**config.mk**
```make
export PLATFORM = sky130hd
export DESIGN_NAME = hazard_stall_unit_flat
export DESIGN_NICKNAME = d
export VERILOG_FILES = /design/src/rtl/hazard_stall_unit_if.sv /design/src/rtl/hazard_stall_unit.sv /design/src/flat_wrapper.sv
export SDC_FILE = /design/constraint.sdc
export NUM_CORES = 1
export LEC_CHECK = 0
export CORE_MARGIN = 10
export CORE_UTILIZATION = 35
export DETAILED_ROUTE_END_ITERATION = 12
export GPL_TIMING_DRIVEN = 0
export PLACE_DENSITY = 0.93
export SYNTH_ARGS = -nofsm -noshare
export SYNTH_HDL_FRONTEND = slang
export SYNTH_SLANG_ARGS = --single-unit
```
**constraint.sdc**
```tcl
create_clock -name clk_i -period 3.4 [get_ports clk_i]
set_input_delay 0.68 -clock clk_i [delete_from_list [all_inputs] [get_ports clk_i]]
set_output_delay 0.68 -clock clk_i [all_outputs]
set_load 0.03 [all_outputs]
```
**src/rtl/hazard_stall_unit_if.sv**
```systemverilog
// hazard_stall_unit_if: groups the ID/EX hazard inputs and the pipeline control
// outputs of hazard_stall_unit.
//   master : pipeline side; drives the ID/EX fields and the cache busy flag,
//            and observes the control outputs.
//   slave  : hazard_stall_unit; consumes the fields and drives the controls.
// Parameter CNT_W sets the width of the stall statistic outputs.
interface hazard_stall_unit_if #(parameter int CNT_W = 32);
  logic [4:0]       ID_rs_1;
  logic [4:0]       ID_rs_2;
  logic             EX_MemRead;
  logic [4:0]       EX_rd;
  logic             ID_branch_taken;
  logic             mem_stall_i;
  logic             PC_write_o;
  logic             IFID_write_o;
  logic             IDEX_bubble_o;
  logic             IFID_flush_o;
  logic             pipe_stall_o;
  logic             timeout_o;
  logic [1:0]       state_o;
  logic [CNT_W-1:0] lu_cnt_o;
  logic [CNT_W-1:0] mem_cnt_o;

  modport master (
    output ID_rs_1, ID_rs_2, EX_MemRead, EX_rd, ID_branch_taken, mem_stall_i,
    input  PC_write_o, IFID_write_o, IDEX_bubble_o, IFID_flush_o, pipe_stall_o,
           timeout_o, state_o, lu_cnt_o, mem_cnt_o
  );

  modport slave (
    input  ID_rs_1, ID_rs_2, EX_MemRead, EX_rd, ID_branch_taken, mem_stall_i,
    output PC_write_o, IFID_write_o, IDEX_bubble_o, IFID_flush_o, pipe_stall_o,
           timeout_o, state_o, lu_cnt_o, mem_cnt_o
  );
endinterface

```
**src/rtl/hazard_stall_unit.sv**
```systemverilog
// hazard_stall_unit: ID-stage hazard / stall controller.
//   - one bubble per load-use hazard that forwarding cannot cover
//   - whole-pipeline freeze while the data cache reports a miss
//   - IF/ID flush on a taken branch
//   Priority: freeze > bubble > flush. Controls are combinational from the
//   current state and the live inputs; the FSM registers on each edge.
// Ports:
//   clk_i   rising-edge clock
//   rst_i   synchronous active-low reset; all controls forced inactive while low
//   bus     hazard_stall_unit_if.slave (ID/EX fields in, controls/debug out)
// Parameters:
//   MAX_WAIT  consecutive freeze cycles before sticky timeout_o (0 = off)
//   CNT_W     width of the stall statistic counters
// Optional feature macro: HAZARD_STALL_CNT_EN
//   defined   -> lu_cnt_o / mem_cnt_o count bubble / freeze cycles (wrapping)
//   undefined -> both outputs tied to 0, no counter flops
module hazard_stall_unit #(
  parameter int MAX_WAIT = 255,
  parameter int CNT_W    = 32
) (
  input  logic               clk_i,
  input  logic               rst_i,
  hazard_stall_unit_if.slave bus
);

  typedef enum logic [1:0] {RUN = 2'd0, LU_STALL = 2'd1, MEM_WAIT = 2'd2} state_t;

  // Counter is wide enough for MAX_WAIT; with the watchdog off it only ever
  // needs to hold 1, which keeps it a legal one-bit register.
  localparam int           WW   = (MAX_WAIT < 2) ? 1 : $clog2(MAX_WAIT + 1);
  localparam logic [WW-1:0] WCAP = WW'((MAX_WAIT == 0) ? 1 : MAX_WAIT);

  state_t        state_q, state_d;
  logic [WW-1:0] wait_q, wait_d;
  logic          timeout_q, timeout_d;

  logic load_use;
  logic pc_w, ifid_w, bubble, flush, freeze;

  assign load_use = bus.EX_MemRead && (bus.EX_rd != 5'd0) &&
                    ((bus.EX_rd == bus.ID_rs_1) || (bus.EX_rd == bus.ID_rs_2));

  always_comb begin
    state_d   = state_q;
    wait_d    = wait_q;
    pc_w      = 1'b1;
    ifid_w    = 1'b1;
    bubble    = 1'b0;
    flush     = 1'b0;
    freeze    = 1'b0;
    if (bus.mem_stall_i) begin
      // Freeze masks any pending hazard/branch; ID/EX are held, so they are
      // re-evaluated on the release cycle.
      freeze  = 1'b1;
      pc_w    = 1'b0;
      ifid_w  = 1'b0;
      state_d = MEM_WAIT;
      if (state_q == MEM_WAIT)
        wait_d = (wait_q >= WCAP) ? WCAP : wait_q + 1'b1;
      else
        wait_d = WW'(1);
    end else begin
      // RUN and the MEM_WAIT release cycle behave identically; LU_STALL only
      // suppresses a second bubble for the re-decoded instruction.
      wait_d  = '0;
      state_d = RUN;
      if (load_use && state_q != LU_STALL) begin
        bubble  = 1'b1;
        pc_w    = 1'b0;
        ifid_w  = 1'b0;
        state_d = LU_STALL;
      end else if (bus.ID_branch_taken) begin
        flush = 1'b1;
      end
    end
    timeout_d = timeout_q;
    if (MAX_WAIT != 0 && freeze && wait_d == WCAP) timeout_d = 1'b1;
  end

  always_ff @(posedge clk_i) begin
    if (!rst_i) begin
      state_q   <= RUN;
      wait_q    <= '0;
      timeout_q <= 1'b0;
    end else begin
      state_q   <= state_d;
      wait_q    <= wait_d;
      timeout_q <= timeout_d;
    end
  end

  assign bus.PC_write_o    = rst_i & pc_w;
  assign bus.IFID_write_o  = rst_i & ifid_w;
  assign bus.IDEX_bubble_o = rst_i & bubble;
  assign bus.IFID_flush_o  = rst_i & flush;
  assign bus.pipe_stall_o  = rst_i & freeze;
  assign bus.timeout_o     = timeout_q;
  assign bus.state_o       = state_q;

`ifdef HAZARD_STALL_CNT_EN
  logic [CNT_W-1:0] lu_cnt_q, mem_cnt_q;

  always_ff @(posedge clk_i) begin
    if (!rst_i) begin
      lu_cnt_q  <= '0;
      mem_cnt_q <= '0;
    end else begin
      if (bubble) lu_cnt_q  <= lu_cnt_q + 1'b1;
      if (freeze) mem_cnt_q <= mem_cnt_q + 1'b1;
    end
  end

  assign bus.lu_cnt_o  = lu_cnt_q;
  assign bus.mem_cnt_o = mem_cnt_q;
`else
  assign bus.lu_cnt_o  = '0;
  assign bus.mem_cnt_o = '0;
`endif

endmodule
```
**src/flat_wrapper.sv**
```systemverilog
// flat-port wrapper written by rule: the top's interface ports become plain ports
module hazard_stall_unit_flat 
#(
  parameter int MAX_WAIT = 255,
  parameter int CNT_W    = 32
)
  (clk_i, rst_i, bus_ID_rs_1, bus_ID_rs_2, bus_EX_MemRead, bus_EX_rd, bus_ID_branch_taken, bus_mem_stall_i, bus_PC_write_o, bus_IFID_write_o, bus_IDEX_bubble_o, bus_IFID_flush_o, bus_pipe_stall_o, bus_timeout_o, bus_state_o, bus_lu_cnt_o, bus_mem_cnt_o);
  hazard_stall_unit_if #(.CNT_W(CNT_W)) bus_i ();
  input  logic clk_i;
  input  logic rst_i;
  input wire logic [$bits(bus_i.ID_rs_1)-1:0] bus_ID_rs_1;
  input wire logic [$bits(bus_i.ID_rs_2)-1:0] bus_ID_rs_2;
  input wire logic [$bits(bus_i.EX_MemRead)-1:0] bus_EX_MemRead;
  input wire logic [$bits(bus_i.EX_rd)-1:0] bus_EX_rd;
  input wire logic [$bits(bus_i.ID_branch_taken)-1:0] bus_ID_branch_taken;
  input wire logic [$bits(bus_i.mem_stall_i)-1:0] bus_mem_stall_i;
  output wire logic [$bits(bus_i.PC_write_o)-1:0] bus_PC_write_o;
  output wire logic [$bits(bus_i.IFID_write_o)-1:0] bus_IFID_write_o;
  output wire logic [$bits(bus_i.IDEX_bubble_o)-1:0] bus_IDEX_bubble_o;
  output wire logic [$bits(bus_i.IFID_flush_o)-1:0] bus_IFID_flush_o;
  output wire logic [$bits(bus_i.pipe_stall_o)-1:0] bus_pipe_stall_o;
  output wire logic [$bits(bus_i.timeout_o)-1:0] bus_timeout_o;
  output wire logic [$bits(bus_i.state_o)-1:0] bus_state_o;
  output wire logic [$bits(bus_i.lu_cnt_o)-1:0] bus_lu_cnt_o;
  output wire logic [$bits(bus_i.mem_cnt_o)-1:0] bus_mem_cnt_o;
  assign bus_i.ID_rs_1 = bus_ID_rs_1;
  assign bus_i.ID_rs_2 = bus_ID_rs_2;
  assign bus_i.EX_MemRead = bus_EX_MemRead;
  assign bus_i.EX_rd = bus_EX_rd;
  assign bus_i.ID_branch_taken = bus_ID_branch_taken;
  assign bus_i.mem_stall_i = bus_mem_stall_i;
  assign bus_PC_write_o = bus_i.PC_write_o;
  assign bus_IFID_write_o = bus_i.IFID_write_o;
  assign bus_IDEX_bubble_o = bus_i.IDEX_bubble_o;
  assign bus_IFID_flush_o = bus_i.IFID_flush_o;
  assign bus_pipe_stall_o = bus_i.pipe_stall_o;
  assign bus_timeout_o = bus_i.timeout_o;
  assign bus_state_o = bus_i.state_o;
  assign bus_lu_cnt_o = bus_i.lu_cnt_o;
  assign bus_mem_cnt_o = bus_i.mem_cnt_o;
  hazard_stall_unit #(.MAX_WAIT(MAX_WAIT), .CNT_W(CNT_W)) u_core (.clk_i(clk_i), .rst_i(rst_i), .bus(bus_i));
endmodule
```
==> results_dict.tcl <==
set metrics [dict create \
    status "finished clean" \
    power_switching_mw 0.1810 \
    internal_power_mw 0.2633 \
    cp_data_arrival_time_ns 2.56 \
    drive_gt1_share_pct 29.41 \
    antenna_cells 0 \
    final_common_cell "buf_4" \
    async_flop_share_pct 0 \
    grt_pass1_vias 990 \
    clockPowerShare_pct 20.7 \
    synth_edf_count 0 \
    synthDistinctLibCells 30 \
    critPathMostFrequentCell "clkdlybuf4s50_1" \
    track_usage_pct 9.629 \
    final-setup-viol-count 0 \
    max-vdd-ir-drop_v 0.0001046 \
    synth_top_area_share_pct 42.76 \
    vias 1020 \
    crit_type "input pin to output port" \
    grt_pass1_wl_um 4629 \
    power_density_mw_per_mm2 256.0 \
    setup_tns_ns 0 \
    p_seq_share_pct 29.7 \
    core_mm2 0.003078 \
    io_pins 92 \
    wl_um 3010 \
    drt_iter0_drc 49 \
    io_buffers 27 \
    crit_path_end_kind "output port" \
    hp-start "u_core.bus.timeout_o" \
    grt_max_degree 9 \
    clk_latency_ns 0.28 \
    whs_path_depth 2 \
    n_fill_cell 271 \
    rows 20 \
    cts.path.max_buffers 2 \
    ant_nets 0 \
    dieWidth_um 77.10 \
    swShare_pct 40.73 \
    required_ns 2.72 \
    syn_inst 144 \
    cts_tree "yes" \
    gp_congestion 0.7361 \
    synthToLayoutAreaGrowth_pct 52.08 \
    synth_area_leaders "buf_4 (43%), dfxtp_1 (19%), xnor2_1 (7.7%)" \
    cpPeakStageDelay_ns 0.67 \
    ys_seq_elements 11 \
    netlist_area_mm2 0.001141 \
    maxCapViolCount 0 \
    die_area_mm2 0.005944 \
    vias_per_cell 3.617 \
    cts_root_buffer "clkbuf_4" \
    overflow 0 \
    hold_class "register to register" \
    cts_sinks 11 \
    htree_levels 1 \
    timing.rr.end "u_core.bus.timeout_o" \
    fin_crit_sh_pct 95.18 \
    regToRegSetupSlack_ns 1.86 \
    cp_top_family "buffers and inverters" \
    dr.pass1.iters 4 \
    final_hold_viol_count 0 \
    path_max_fanout 4 \
    yosysWarnings 0 \
    slowest_stage "clkdlybuf4s50_1" \
    leakage_nw 0.9216 \
    synth_flop_cell "dfxtp_1" \
    pwr-share-comb_pct 49.6 \
    antenna_found_initial 0 \
    critPathLaunchType "input pin" \
    dp_hpwl_um 2729 \
    reg2reg_depth 5 \
    crit_buf_inv 2 \
    period_needed_ns 3.236 \
    crit_path_cell_trace "clkdlybuf4s50_1 > xnor2_1 > nand3_1 > o22ai_2 > and3b_1 > clkdlybuf4s50_1" \
    holdPathEnd "u_core.bus.timeout_o" \
    cts_buffers 3 \
    start_util_pct 37.07 \
    power.total_mw 0.4443 \
    nets 260 \
    cts_setup_buffers 0 \
    layout_common_cells "buf_4 (65), conb_1 (64), clkdlybuf4s50_1 (27)" \
    wl_per_cell_um 10.67 \
    die_y_um 77.10 \
    stdcell_count 282 \
    synth_seq_area_share_pct 19.30 \
    yosysTopAreaCell "buf_4" \
    rsz0062_at_grt "false" \
    r2r-start "u_core.wait_q[0]" \
    clk_pin_slew_worst_paths_ns 0.07 \
    drv_slew 0 \
    fin_skew_ns 0.002407 \
    fmax_mhz 309.0 \
    drc 0 \
    hold_ws_ns 0.4971 \
    dp_cells 278 \
    avgSynthCellArea_um2 7.924 \
]
[cell type report]
| class | count | area, µm² | area share (%) |
|---|---|---|---|
| Sequential cell | 11 | 220.2 | 12.69 |
| Buffer | 65 | 488.0 | 28.12 |
| Timing Repair Buffer | 27 | 270.3 | 15.57 |
| Tap cell | 44 | 55.05 | 3.172 |
| Multi-Input combinational cell | 126 | 656.9 | 37.85 |
| Inverter | 5 | 18.77 | 1.081 |
| Clock buffer | 4 | 26.28 | 1.514 |
[metrics by stage]
step / utilization (%) / cell area (µm²) / setup WS (ns)
CTS: 56.18 / 1729 / 0.09871
global route: 56.38 / 1735 / 0.05212
global placement: 55.33 / 1703 / 0.1320
floorplan: - / 1378 / 0.9284
finish: 56.38 / 1735 / 0.1640
detailed placement: 55.33 / 1703 / 0.1061
[cell families after synthesis]
kind of cell | after synthesis | synth area share [%]
xor+xnor | 13 | 9.978
flops | 11 | 19.30
other cells | 1 | 0.3286
fa+ha+maj | 1 | 1.096
buf+inv | 70 | 44.41
compound gates | 18 | 10.31
simple gates | 30 | 14.59
[registers in the layout, indices dropped and copies added (netlist names)]
name	cells
u_core.wait_q	8
u_core.bus.state_o	2
u_core.bus.timeout_o	1
[synthesized netlist by cell type, drive strengths merged, types with 2 or more instances]
cell type and instances:
buf 65, dfxtp 11, xnor2 10, nand2 8
a21oi 7, inv 5, nand3 4, a31oi 3
and3b 3, nor2 3, nor3 3, xor2 3
nor2b 2, o21ai 2
[tightest hold or removal path, cell delays in order (launching register included)]
cell and delay [ns]:
dfxtp_1 0.31, nand2_1 0.07, a31oi_1 0.07
[power groups by stage]
stage / Clock, mW / Sequential (mW) / Combinational [mW]
4_1_cts: 0.0956 / 0.132 / 0.213
3_5_place_dp: 0 / 0.135 / 0.213
3_3_place_gp: 0 / 0.135 / 0.211
6_report: 0.0918 / 0.132 / 0.220
2_1_floorplan: 0 / 0.136 / 0.175
5_1_grt: 0.101 / 0.132 / 0.235
[per-layer routing]
layer  GRT usage [%]  wire [µm]  vias up
met2           17.37       1540       47
met3           5.711        319        4
met5               0          0        -
li1                -          -      535
met1           8.262       1080      434
met4           4.745         70        0
[what timing repair did]
| item | in CTS | in global routing |
|---|---|---|
| hold buffers | 0 | 0 |
| hold endpoints to repair | 0 | 0 |
| resized for setup | 0 | 1 |
| setup endpoints to repair | 0 | 1 |
[how the worst max path moves through the flow]
| stage | cells after the start | end | slack (ns) | startpoint |
|---|---|---|---|---|
| 2_1_floorplan | 4 | bus_PC_write_o | 0.93 | bus_EX_rd[1] |
| 3_3_place_gp | 6 | bus_IDEX_bubble_o | 0.13 | bus_EX_rd[0] |
| 3_5_place_dp | 6 | bus_IDEX_bubble_o | 0.11 | bus_EX_rd[2] |
| 4_1_cts | 6 | bus_IDEX_bubble_o | 0.1 | bus_EX_rd[0] |
| 5_1_grt | 7 | bus_PC_write_o | 0.05 | bus_EX_rd[2] |
| 6_report | 6 | bus_IDEX_bubble_o | 0.16 | bus_EX_rd[0] |
No activity file was read; power rests on OpenSTA's default activity.
==> edit (same flow settings) <==
The option `HAZARD_STALL_CNT_EN` is turned on by a define.
--- a/src/rtl/hazard_stall_unit.sv
+++ b/src/rtl/hazard_stall_unit.sv
@@ -15,4 +15,6 @@
 //   defined   -> lu_cnt_o / mem_cnt_o count bubble / freeze cycles (wrapping)
 //   undefined -> both outputs tied to 0, no counter flops
+`define HAZARD_STALL_CNT_EN
+
 module hazard_stall_unit #(
   parameter int MAX_WAIT = 255,
Check against the original RTL: not equivalent (Yosys sat finds a counterexample within 4 cycles, from zero or initial values and one cycle with rst_i low).
==> edit against the original RTL <==
- critical path depth did not move
- maximum frequency fell by 2.8%
- via count rose to 3.9 times the old value
- wire length rose to 3.9 times the old value
- utilization fell by 7.3 points
- setup slack got worse by 94 ps
- sequential cell count rose by 64
- power rose to 4.1 times the old value
- cell area rose to 2.9 times the old value
- register-to-register slack got worse by 630 ps
- synthesized cell count rose to 3.1 times the old value
- area after synthesis rose to 3.3 times the old value
- critical endpoint is now bus_PC_write_o
- largest cell class is now multi-input combinational cells
- highest routed layer unchanged
==> edit: results (changes against the original RTL) <==
Run status
  • Status: completed

Setup path
  • Reg-to-reg slack, setup: 1230 ps (-630 ps)
  • Worst EP arrival: 2650 ps (+90 ps)
  • Crit path largest cell delay: 710 ps (+40 ps)
  • Worst r2r dst: u_core.bus.lu_cnt_o[29]
  • Worst Path Max Fanout: 10 (+6)
  • Reg2Reg Depth: 5 (unchanged)
  • FF-to-FF Start: u_core.bus.lu_cnt_o[3]
  • CP max-delay cell: clkdlybuf4s50_1

Min path
  • Worst hold path type: reg -> reg
  • Hold Path Origin: u_core.bus.timeout_o
  • Worst Hold Path EP: u_core.bus.timeout_o
  • WHS Path Cells: 2 (unchanged)

Global routing
  • First-pass GRT wire length: 18700 um (+300%)
  • Vias in the first global route: 3887 (+290%)
  • Initial antenna violation count: 0 (unchanged)
  • GR Util All Layers: 0.149 (+0.0527)
  • Largest net degree at the start of global routing: 20 (+11)

Power and ir drop
  • Peak supply drop: 0.234 mV (+120%)
  • Leakage power: 1.63 nW (+77%)

Placed design
  • Hpwl dp: 8780 um (+220%)
  • GPL Wtd Cong: 0.922 (+25%)
  • Placed cell areas: 4870 um2 (+190%)
  • Worst slack at placement: -841 ps (-947 ps)
  • Port bufs: 91 (+240%)

Synthesis
  • Syn nets: approximately 470
  • Synth area leaders: dfxtp_1, a21oi_1, o31ai_1
  • Synth cell types: 46 (+53%)
  • Sequential fraction of the synthesis area: 0.397 (+0.204)
  • Most frequent cells after synthesis: dfxtp_1, a21oi_1, nor2_1, nand2_1, nand4_1
  • Post-synth EDFFs: 0 (unchanged)
  • Async set-reset flop share out of synthesis: 0 (unchanged)
  • Synth Warn #: 0 (unchanged)
  • Main synth FF type: dfxtp_1

Route
  • Per-cell routed wire length: 17.0 um (+59%)
  • 1st-iter DRT viols: 364 (+640%)
  • Vias per inst: 5.73 (+58%)
  • DR pass1 iterations: 6 (+2)

Clocking
  • Root Buffer: clkbuf_8
  • TritonCTS Buffers: 9 (+6)
  • Max clock buf depth: 2 (unchanged)
  • Clock slew at reported path FFs: 70 ps (about the same)
  • Post-CTS resize count: 22 (+22)
  • Clock Latency Late Sink: 350 ps (+70 ps)
  • H-tree Lvls: 3 (+2)
  • Post-CTS Setup Inserts: 0 (unchanged)

Layout
  • Final #Nets: 569 (+120%)
  • Ant diodes: 0 (unchanged)
  • Share of layout cells above drive strength 1: 0.0653 (-0.229)

Timing
  • Setup Skew: 9.26 ps (+6.85 ps)
  • WHS: 475 ps (-22.3 ps)
  • Measured slew at the worst slew-check pin: ~660 ps
==> edit: area by class of cell <==
type | count | area, um2
Tap cell | 136 | 170
Fill cell | 984 | 5310
Clock inverter | 4 | 72.6
Timing Repair Buffer | 91 | 905
Inverter | 14 | 52.6
Buffer | 19 | 80.1
Multi-Input combinational cell | 336 | 2170
Sequential cell | 75 | 1500
Clock buffer | 12 | 155
==> edit: critical path, delay by kind of cell <==
family / cells / cell delay [ps]
buffers and inverters: 4 / 1660
AND/OR/NAND/NOR: 2 / 300
==> edit: report_power, final <==
part | switching (mW) | leakage (nW) | total, mW | internal, mW
clock | 0.329 | 0.113 | 0.782 | 0.453
sequential | 0.00754 | 0.605 | 0.889 | 0.882
combinational | 0.0842 | 0.915 | 0.139 | 0.0543
total | 0.421 | 1.63 | 1.81 | 1.39
==> edit: worst max-delay path by stage <==
stage,from,end,slack (ps),cells past startpoint
after global routing,bus_EX_rd[0],bus_PC_write_o,20,7
after CTS,bus_EX_rd[4],bus_PC_write_o,40,9
final,bus_mem_stall_i,bus_PC_write_o,70,6
after detailed placement,bus_EX_rd[4],bus_PC_write_o,-840,10
after global placement,bus_EX_rd[1],bus_IFID_flush_o,-730,9
after floorplan,bus_ID_rs_1[0],bus_IFID_flush_o,310,7
==> edit: cell families (layout without fill, tap and decap cells) <==
family	count (synthesis)	in the layout	synth area share
simple gates	202	202	0.306
buf+inv	37	140	0.0413
fa+ha+maj	3	3	0.00992
flops	75	75	0.397
mux	4	4	0.0106
xor+xnor	39	39	0.0902
compound gates	88	88	0.145
==> edit: layer usage <==
metal  track usage  vias to the layer above  routed length, um
met3        0.0525                       25               1030
li1              -                     1862                  -
met2         0.254                      180               5820
met1         0.167                     1871               4550
met5             0                        -                  0
met4        0.0576                        0                294
==> edit: metrics by stage <==
| step | instances | util |
|---|---|---|
| after detailed placement | 675 | 0.467 |
| after CTS | 689 | 0.490 |
| after floorplan | 448 | - |
| after global routing | 687 | 0.491 |
| after global placement | 675 | 0.467 |
| final | 687 | 0.491 |
